**config.mk**
```make
export PLATFORM = sky130hd
export DESIGN_NAME = pipe_hazard_ctrl
export DESIGN_NICKNAME = d
export VERILOG_FILES = /design/src/rtl/pipe_hazard_ctrl.sv
export SDC_FILE = /design/constraint.sdc
export NUM_CORES = 1
export LEC_CHECK = 0
export CORE_ASPECT_RATIO = 1.1
export CORE_MARGIN = 2
export CORE_UTILIZATION = 40
export CTS_CLUSTER_DIAMETER = 150
export DETAILED_ROUTE_END_ITERATION = 7
export MAX_ROUTING_LAYER = met4
export PLACE_DENSITY = 0.71
export SLEW_MARGIN = 25
export SYNTH_ARGS = -nofsm -noshare
export SYNTH_HDL_FRONTEND = slang
export SYNTH_SLANG_ARGS = --single-unit
```
**constraint.sdc**
```tcl
create_clock -name clk -period 3.2 [get_ports clk]
set_input_delay 0.96 -clock clk [delete_from_list [all_inputs] [get_ports clk]]
set_output_delay 0.96 -clock clk [all_outputs]
set_load 0.05 [all_outputs]
```
**src/rtl/pipe_hazard_ctrl.sv**
```systemverilog
// Hazard, stall, flush and forwarding control for the 5-stage integer pipeline.
// Optional macro FORWARDING_EN enables EX/MEM operand bypassing (load-use becomes the only stall).
module pipe_hazard_ctrl #(
  parameter int REG_AW = 5,
  parameter int CNT_W  = 32
) (
  input  logic              clk,
  input  logic              reset,
  input  logic              id_valid,
  input  logic [REG_AW-1:0] id_rs1,
  input  logic [REG_AW-1:0] id_rs2,
  input  logic              id_uses_rs1,
  input  logic              id_uses_rs2,
  input  logic [REG_AW-1:0] id_rd,
  input  logic              id_writes_rd,
  input  logic              id_is_load,
  input  logic              ex_branch_taken,
  output logic              stall_if_id,
  output logic              bubble_id_ex,
  output logic              flush_if_id,
  output logic [1:0]        fwd_a_sel,
  output logic [1:0]        fwd_b_sel,
  output logic [1:0]        state,
  output logic [CNT_W-1:0]  stall_count,
  output logic [CNT_W-1:0]  flush_count
);

`ifdef FORWARDING_EN
  localparam bit FWD_EN = 1'b1;
`else
  localparam bit FWD_EN = 1'b0;
`endif

  typedef enum logic [1:0] {
    ST_RUN   = 2'b00,
    ST_STALL = 2'b01,
    ST_FLUSH = 2'b10
  } state_t;

  state_t            state_r;
  logic              ex_valid_r;
  logic [REG_AW-1:0] ex_rd_r;
  logic              ex_load_r;
  logic              mem_valid_r;
  logic [REG_AW-1:0] mem_rd_r;
  logic [1:0]        fwd_a_r;
  logic [1:0]        fwd_b_r;
  logic [CNT_W-1:0]  stall_count_r;
  logic [CNT_W-1:0]  flush_count_r;

  logic              rs1_ex_s;
  logic              rs2_ex_s;
  logic              rs1_mem_s;
  logic              rs2_mem_s;
  logic              hazard_s;
  logic              stall_s;
  logic              flush_s;
  logic              issue_s;
  logic              id_wr_s;
  logic [1:0]        sel_a_s;
  logic [1:0]        sel_b_s;

  // The WB stage is not tracked: the register file bypasses same-cycle writes,
  // and a MEM entry's load flag never matters, so neither is stored.

  // Source/producer matching, hazard decision and next forwarding selects
  always_comb begin
    rs1_ex_s  = id_uses_rs1 & ex_valid_r  & (id_rs1 == ex_rd_r);
    rs2_ex_s  = id_uses_rs2 & ex_valid_r  & (id_rs2 == ex_rd_r);
    rs1_mem_s = id_uses_rs1 & mem_valid_r & (id_rs1 == mem_rd_r);
    rs2_mem_s = id_uses_rs2 & mem_valid_r & (id_rs2 == mem_rd_r);
    hazard_s  = ((rs1_ex_s | rs2_ex_s) & (ex_load_r | ~FWD_EN)) |
                ((rs1_mem_s | rs2_mem_s) & ~FWD_EN);
    stall_s   = ~reset & id_valid & hazard_s & ~ex_branch_taken;
    flush_s   = ~reset & ex_branch_taken;
    issue_s   = id_valid & ~stall_s & ~flush_s;
    id_wr_s   = id_valid & id_writes_rd & (id_rd != {REG_AW{1'b0}});
    if (rs1_ex_s) begin
      sel_a_s = 2'b01;
    end else if (rs1_mem_s) begin
      sel_a_s = 2'b10;
    end else begin
      sel_a_s = 2'b00;
    end
    if (rs2_ex_s) begin
      sel_b_s = 2'b01;
    end else if (rs2_mem_s) begin
      sel_b_s = 2'b10;
    end else begin
      sel_b_s = 2'b00;
    end
  end

  assign stall_if_id  = stall_s;
  assign bubble_id_ex = stall_s | flush_s;
  assign flush_if_id  = flush_s;
  assign fwd_a_sel    = fwd_a_r;
  assign fwd_b_sel    = fwd_b_r;
  assign state        = state_r;
  assign stall_count  = stall_count_r;
  assign flush_count  = flush_count_r;

  // In-flight destination tracking and registered forwarding selects
  always_ff @(posedge clk) begin
    if (reset) begin
      ex_valid_r  <= 1'b0;
      ex_rd_r     <= {REG_AW{1'b0}};
      ex_load_r   <= 1'b0;
      mem_valid_r <= 1'b0;
      mem_rd_r    <= {REG_AW{1'b0}};
      fwd_a_r     <= 2'b00;
      fwd_b_r     <= 2'b00;
    end else begin
      mem_valid_r <= ex_valid_r;
      mem_rd_r    <= ex_rd_r;
      if (issue_s) begin
        ex_valid_r <= id_wr_s;
        ex_rd_r    <= id_rd;
        ex_load_r  <= id_is_load;
        fwd_a_r    <= FWD_EN ? sel_a_s : 2'b00;
        fwd_b_r    <= FWD_EN ? sel_b_s : 2'b00;
      end else begin
        ex_valid_r <= 1'b0;
        ex_rd_r    <= {REG_AW{1'b0}};
        ex_load_r  <= 1'b0;
        fwd_a_r    <= 2'b00;
        fwd_b_r    <= 2'b00;
      end
    end
  end

  // Control state: a taken branch outranks any stall
  always_ff @(posedge clk) begin
    if (reset) begin
      state_r <= ST_RUN;
    end else begin
      case (1'b1)
        flush_s: state_r <= ST_FLUSH;
        stall_s: state_r <= ST_STALL;
        default: state_r <= ST_RUN;
      endcase
    end
  end

  // Performance counters, wrapping naturally at 2^CNT_W
  always_ff @(posedge clk) begin
    if (reset) begin
      stall_count_r <= {CNT_W{1'b0}};
      flush_count_r <= {CNT_W{1'b0}};
    end else begin
      stall_count_r <= stall_count_r + {{(CNT_W-1){1'b0}}, stall_s};
      flush_count_r <= flush_count_r + {{(CNT_W-1){1'b0}}, flush_s};
    end
  end

endmodule

```
# [Word-level counts from Yosys, hierarchy flattened]
# Cells that the tools add are included.
[word_totals] in_bits=23 output_inout_bits=73 regBits=78
[op_classes] n_bitwise=25 n_eq_ne=4 add_sub_neg=2 n_mux=2 n_reduce_logical=3
[op_table] op="$add 32x1->32" count=2
[op_table] op="$eq 5x5->1" count=4
[op_table] op="$and 1x1->1" count=16
[op_table] op="$not 1->1" count=5
[op_table] op="$reduce_bool 5->1" count=1
[op_table] op="$or 1x1->1" count=4
[op_table] op="$reduce_or 2->1" count=2
[op_table] op="$mux 2" count=1
[op_table] op="$mux 1" count=1

# [Logic depth before layout (Yosys ltp)]
# Gate-level depths: netlist of run 1.
[logic_depth] word_depth=11 mapped_depth=12 mapped_depth_nobuf=11

# [Worst setup path before layout of run 1]
# Ideal clock, no wire load.
[synth_path] path_kind="input to register" from="in id_rs1[1]" to="reg stall_count_r[16] (netlist: stall_count[16])" setup_slack_ns=-0.770 arrival_ns=3.899 stages=11 path_cell_list="xnor2_1 > nand4_1 > o22a_1 > a21oi_1 > ha_1 > ha_1 > nand4_4 > or3_1 > buf_2 > or3_1 > a21oi_1"
[synth_via] elab_chain_len=7 elab_cells_between_ends=10
[synth_lines] item="start, declared" line_no="10" text="input logic [REG_AW-1:0] id_rs1,"
[synth_lines] item="$eq 5x5->1, on equally long branches" line_no="68, 70"
[synth_lines] item="$and 1x1->1, on equally long branches" line_no="68, 70"
[synth_lines] item="$or 1x1->1, on equally long branches" line_no="72, 73"
[synth_lines] item="$or 1x1->1 (*)" line_no="72" text="hazard_s = ((rs1_ex_s | rs2_ex_s) & (ex_load_r | ~FWD_EN)) |"
[synth_lines] item="$and 1x1->1 (*) (2 in series)" line_no="74" text="stall_s = ~reset & id_valid & hazard_s & ~ex_branch_taken;"
[synth_lines] item="named net stall_if_id" line_no="18" text="output logic stall_if_id,"
[synth_lines] item="$add 32x1->32 (*)" line_no="151" text="stall_count_r <= stall_count_r + {{(CNT_W-1){1'b0}}, stall_s};"
[synth_lines] item="end signal, assigned" line_no="148" text="stall_count_r <= {CNT_W{1'b0}};"
[synth_lines] item="end signal, assigned" line_no="151"
[synth_lines] item="end, declared" line_no="48" text="logic [CNT_W-1:0] stall_count_r;"
# Mark *: on every way through the listed nets, which the timed path passes. The rest lies on a longest branch.
# A chain may end at the register's enable or synchronous reset.

# [Worst setup path after layout of run 1]
[layout_path] from="in ex_branch_taken" to="out bubble_id_ex"
[layout_via] elab_chain_len=3 elab_cells_between_ends=4
[layout_lines] item="start, declared" line_no="17" text="input logic ex_branch_taken,"
[layout_lines] item="$not 1->1" line_no="74"
[layout_lines] item="$and 1x1->1" line_no="74"
[layout_lines] item="$or 1x1->1 (*)" line_no="95" text="assign bubble_id_ex = stall_s | flush_s;"
[layout_lines] item="end, declared" line_no="19" text="output logic bubble_id_ex,"
# Mark *: on every way between the ends. The rest lies on a longest branch, timed or not.

==> results of run 1 <==
-- metal layers --
layer  track usage (%)  share of wire, %
met3              3.51               4.5
met5                 -                 0
met1              21.0                44
met4              6.80               1.4
met2              30.7                50
-- path summary, 6_finish.rpt --
check | startpoint | to | slack (ps) | depth (start not counted)
max reg2reg | ex_rd_r[4] | stall_count[18] | 540 | 12
min reg2reg | ex_valid_r | mem_valid_r | 510 | 1
min | ex_valid_r | mem_valid_r | 510 | 1
max | ex_branch_taken | bubble_id_ex | 60 | 7
-- cell usage after synthesis, types with 2 or more instances --
library cell,n,share of area (%)
dfxtp_1,78,44
nor2b_1,13,2.3
nor4_4,2,1.2
nand4_1,21,3.7
nand3_1,29,4.1
a21oi_1,7,0.98
nor3_2,3,0.84
nor4_2,5,1.8
xnor2_1,46,11
buf_2,4,0.56
nor4_1,4,0.70
o21ai_0,5,0.70
nor3_1,6,0.84
o22a_1,2,0.49
and2_1,2,0.35
xor2_1,29,7.1
and4_1,2,0.49
and3_1,7,1.2
nand4_4,2,1.2
nor2_1,70,7.4
clkbuf_1,7,0.74
or3_1,7,1.2
buf_4,4,0.84
nand2_1,19,2.0
ha_1,4,1.4
inv_1,12,1.3
-- flip-flops by register name, indices dropped and copies added, names as in the netlist --
signal and count:
stall_count 32, flush_count 32, mem_valid_r 1, ex_rd_r 5
mem_rd_r 5, state 2, ex_valid_r 1
-- power by group --
part / switching (uW) / total, uW / internal [uW]
combinational: 64.3 / 115 / 50.6
clock: 356 / 1030 / 673
sequential: 5.24 / 980 / 975
total: 426 / 2120 / 1700
-- logic make-up (layout without fill, tap and decap cells) --
logic type               Yosys count  count (layout)
AO/OA/AOI/OAI                     15              15
XOR/XNOR                          75              75
adder cells (fa/ha/maj)            4               4
buffers and inverters             29             139
flip-flops                        78              78
other                              1               4
AND/OR/NAND/NOR                  197             197
-- stage by stage --
| step | hold slack (ps) | cell area (sq um) | power [uW] | setup WS (ps) | util (%) |
|---|---|---|---|---|---|
| after floorplan | 459 | 3660 | 1070 | -109 | - |
| after global placement | 476 | 4770 | 1120 | -403 | 54.3 |
| after detailed placement | 497 | 4770 | 1120 | -467 | 54.3 |
| after CTS | 506 | 5070 | 2150 | 0.473 | 57.7 |
| after global routing | 519 | 5090 | 2200 | 0.604 | 57.9 |
| final | 507 | 5090 | 2120 | 57.4 | 57.9 |
-- repair_timing --
item,4_1_cts,5_1_grt
gates resized for setup,40,11
setup endpoints to repair,13,6
setup buffers,2,2
pin swaps,15,11
-- area by class of cell --
cell class,count,share of cell area [%]
Multi-Input combinational cell,295,39.5
Sequential cell,78,30.7
Timing Repair Buffer,112,20.6
Clock inverter,6,3.12
Tap cell,114,2.80
Clock buffer,9,2.43
Inverter,12,0.885
==> flow_summary.ini, run 1 <==
[critical_path]
max_stage_delay_ps = 510
cp_top_family = buffers and inverters
cp.arrival_ps = 2180
cp-start-kind = primary input
critical_path_class = primary input to output pin
crit_path_end_kind = output pin
crit_buf_inv = 3
crit_fanout = 3
slowest_stage = clkdlybuf4s50_1
crit_chain = clkdlybuf4s50_1 -> nor2_2 -> nand2_2 -> a21oi_4 -> buf_6 -> or2_4 -> buf_12
cp.required_ps = 2240

[finish]
multi_input_comb_area_sq_mm = 0.00201
nNetsFinal = 535
fillerInstances = 768
drive_above_1_share_pct = 16.0
syn_to_final_growth_pct = 42.4
final_cell_mix = dfxtp_1, clkdlybuf4s50_1, nor2_1, xnor2_1
layout_commonest_cell = dfxtp_1
regArea_sq_mm = 0.00156
n_antenna_cell = 0
layout.cells.non_filler = 626

[timing]
tns_ps = 0
skew_ps = 10.2
finalCritPeriodShare_pct = 98.2
hold_violations = 0
relSlewSlack_pct = 49.6
grt_setup_unrepaired = no
finalMaxSlewViolations = 0
tightest_slew_ps = 755
timing.fmax_ghz = 0.318
fin_crit_ps = 3140
finalSetupViolations = 0

[clocking]
postCtsHoldBufs = 0
clock_path_buffers = 2
clk_pin_slew_ps = 80
htree_num_levels = 3
clk_root_buffer_cell = clkbuf_8
clock_sinks = 78
cts_tree = built
insertion_delay_ps = 340
cts_made_buffers = 9

[logic_synthesis]
synth_top_family_by_area = simple AND/OR/NAND/NOR gates
synth-seq-cells = 78
synthAdderAreaFrac_pct = 1.40
synthSimpleGateAreaFrac_pct = 30.2
synth_compound_area_share_pct = 2.42
synthFlopType = dfxtp_1
synth_xor_area_share_pct = 18.4
synthesis.area_sq_mm = 0.00357
yosysUniqueCellTypes = 35
avgSynthCellArea_sq_um = 8.96
synthArstFlopShare_pct = 0
yosysWarnings = 0
syn_inst = 399
synth_enable_flop_cells = 0
muxShareOfSynthArea_pct = 0
seq_area_frac_synth_pct = 43.7

[die]
die_x_um = 94.1
dieArea_sq_mm = 0.00971
pin_count = 96
die_h_um = 103
coreArea_sq_mm = 0.00878
rows = 36
initial_core_util_pct = 40.7

[drt]
wl_per_cell_um = 13.0
via_count = 3056
wirelength_mm = 8.11
ant_nets = 0
avgViaCountPerCell = 4.88
drtIter0Drc = 76
drt_first_pass_iters = 4
drc = 0

[run_status]
status = finished, final reports clean

[global_route]
gr-usage-all-layers_pct = 18.0
antenna_found_initial = 0
grt_pass1_wl_mm = 13.6
grt_max_degree = 72
overflow = 0
grt_pass1_vias = 3063

[placed_design]
dpl.hpwl_mm = 5.91
io_buffers = 90
placedCellCount = 607
routabilityCongestion = 0.844

[pwr]
power.leakage_uw = 0.00181
power_density_mw_per_mm2 = 417
vdd_drop_max_mv = 0.236

[run]
max-cap-violations = 0

[hold_path]
hold_path_class = register to register
(Power assumes the default switching activity.)
==> run 2: changes to the inputs <==
clock period = 2.7 ns   (was 3.2 ns; I/O delays follow)
==> run 2 against run 1 <==
Compared with the run above: the run now ends with setup timing left; via count grew 1.8%; non-clock buffer count is 7 higher; sequential share of layout area decreased by 0.94 points; flip-flop and latch count stayed put; global-route usage hardly changed; register-to-register slack worse by 370 ps; die area unchanged; worst setup slack worse by 92 ps; combinational power is 31% higher; final cell count grew 1.1%; largest cell class unchanged.
==> flow_summary.ini, run 2 (synthesis results as in run 1) <==
[run_status]
status = finished, violations left
violations = setup timing

[pwr]
intPower_uw = 1840
clockPowerShare_pct = 44.1
vdd_drop_max_mv = 0.282
p_sw_uw = 511
power_uw = 2350
combPwrFrac_pct = 6.4
power_density_mw_per_mm2 = 447
switching_share_pct = 21.7
p_seq_share_pct = 49.5
power.leakage_uw = 0.00188

[critical_path]
cp.required_ps = 1890
cp-start-kind = primary input
critical_path_class = primary input to output pin
cp.arrival_ps = 1920
crit_fanout = 3
crit_path_end_kind = output pin

[clocking]
clk_root_buffer_cell = clkbuf_8
cts_made_buffers = 9
clk_pin_slew_ps = 80
htree_num_levels = 3
clock_sinks = 78
insertion_delay_ps = 350
cts_tree = built
postCtsHoldBufs = 0
clock_path_buffers = 2

[drt]
ant_nets = 0
drc = 0
avgViaCountPerCell = 4.92
drt_first_pass_iters = 4
wl_per_cell_um = 13.1
drtIter0Drc = 58
wirelength_mm = 8.28
via_count = 3112

[finish]
nNetsFinal = 542
fillerInstances = 767
layout_commonest_cell = dfxtp_1
syn_to_final_growth_pct = 46.9
final_cell_mix = dfxtp_1, clkdlybuf4s50_1, nor2_1, xnor2_1, xor2_1
regArea_sq_mm = 0.00156
multi_input_comb_area_sq_mm = 0.00210
drive_above_1_share_pct = 19.5
layout.cells.non_filler = 633
n_antenna_cell = 0

[timing]
fin_crit_ps = 2730
finalSetupViolations = 2
timing.fmax_ghz = 0.366
fin_ws_ps = -34.2
finalMaxSlewViolations = 0
hold_violations = 0
finalCritPeriodShare_pct = 101
grt_setup_unrepaired = yes
relSlewSlack_pct = 49.7
tightest_slew_ps = 754
tns_ps = -60.4
skew_ps = 10.2

[die]
pin_count = 96
die_x_um = 94.1
die_h_um = 103
coreArea_sq_mm = 0.00878
dieArea_sq_mm = 0.00971
initial_core_util_pct = 40.7
rows = 36

[global_route]
antenna_found_initial = 0
grt_use_met2_pct = 28.5
grt_max_degree = 72
grt_util_met3_pct = 4.90
grt_busiest_layer = met2
overflow = 0
grt_pass1_wl_mm = 13.2
grt_use_met1_pct = 21.3
gr-usage-all-layers_pct = 18.0
grt_pass1_vias = 2867

[placed_design]
dpl.hpwl_mm = 5.92
routabilityCongestion = 0.791
io_buffers = 90
pre_cts_slack_ps = -925
placedCellCount = 614

[run]
max-cap-violations = 0

[hold_path]
hold_path_class = register to register
-- run 2: cell count changes in the layout (fill, tap and decap cells not counted), sizes merged --
cell / before / now
bufinv: 5 / 3
dlygate4sd2: 2 / 3
clkinvlp: 0 / 1
clkdlybuf4s50: 74 / 73
clkinv: 1 / 2
clkdlybuf4s15: 1 / 0
buf: 35 / 43
-- run 2: area by class of cell --
class | count | share of cell area (%)
multi-input cells | 295 | 40.0
repair buffers | 119 | 22.2
inverters | 12 | 0.858
well taps | 114 | 2.72
flip-flops and latches | 78 | 29.7
clock inverters | 6 | 2.12
clock buffers | 9 | 2.36
-- run 2: metrics by stage --
step	util, %	instance area (sq um)	hold slack (ps)
after floorplan	-	3740	459
after global placement	55.6	4890	477
after detailed placement	55.6	4890	498
after CTS	59.1	5190	505
after global routing	59.8	5250	533
final	59.8	5250	510
-- run 2: power by group through the flow --
stage               sequential (uW)  clock (uW)  combinational (uW)
floorplan                      1200           0                72.5
global route                   1160        1110                 163
global placement               1190           0                 141
detailed placement             1190           0                 143
CTS                            1160        1060                 149
finish                         1160        1030                 151
-- run 2: worst paths after layout --
kind / endpoint / cells after the start / slack [ps] / from
worst max-delay path: bubble_id_ex / 7 / -30 / id_rs2[0]
worst min-delay path: mem_valid_r / 1 / 510 / ex_valid_r
worst max register to register: stall_count[14] / 10 / 170 / ex_rd_r[0]
worst min register to register: mem_valid_r / 1 / 510 / ex_valid_r
-- run 2: worst max-delay path, stage by stage --
cell     delay, ps
buf_8          110
xnor2_2        140
nand4_1        120
o22a_1         250
a21oi_4        210
or2_4          160
buf_12         130
-- run 2: timing repair --
item                       CTS  global route
pin swaps                   25             8
setup endpoints to repair   29            12
gates resized for setup     67            11
buffers inserted             3             1
-- run 2: per-layer routing --
layer	share of wire, %	wire length, um	up-vias
li1	-	-	1570
met1	44	3620	1461
met2	49	4080	71
met3	5.3	437	10
met4	1.7	143	0
met5	0	0	-
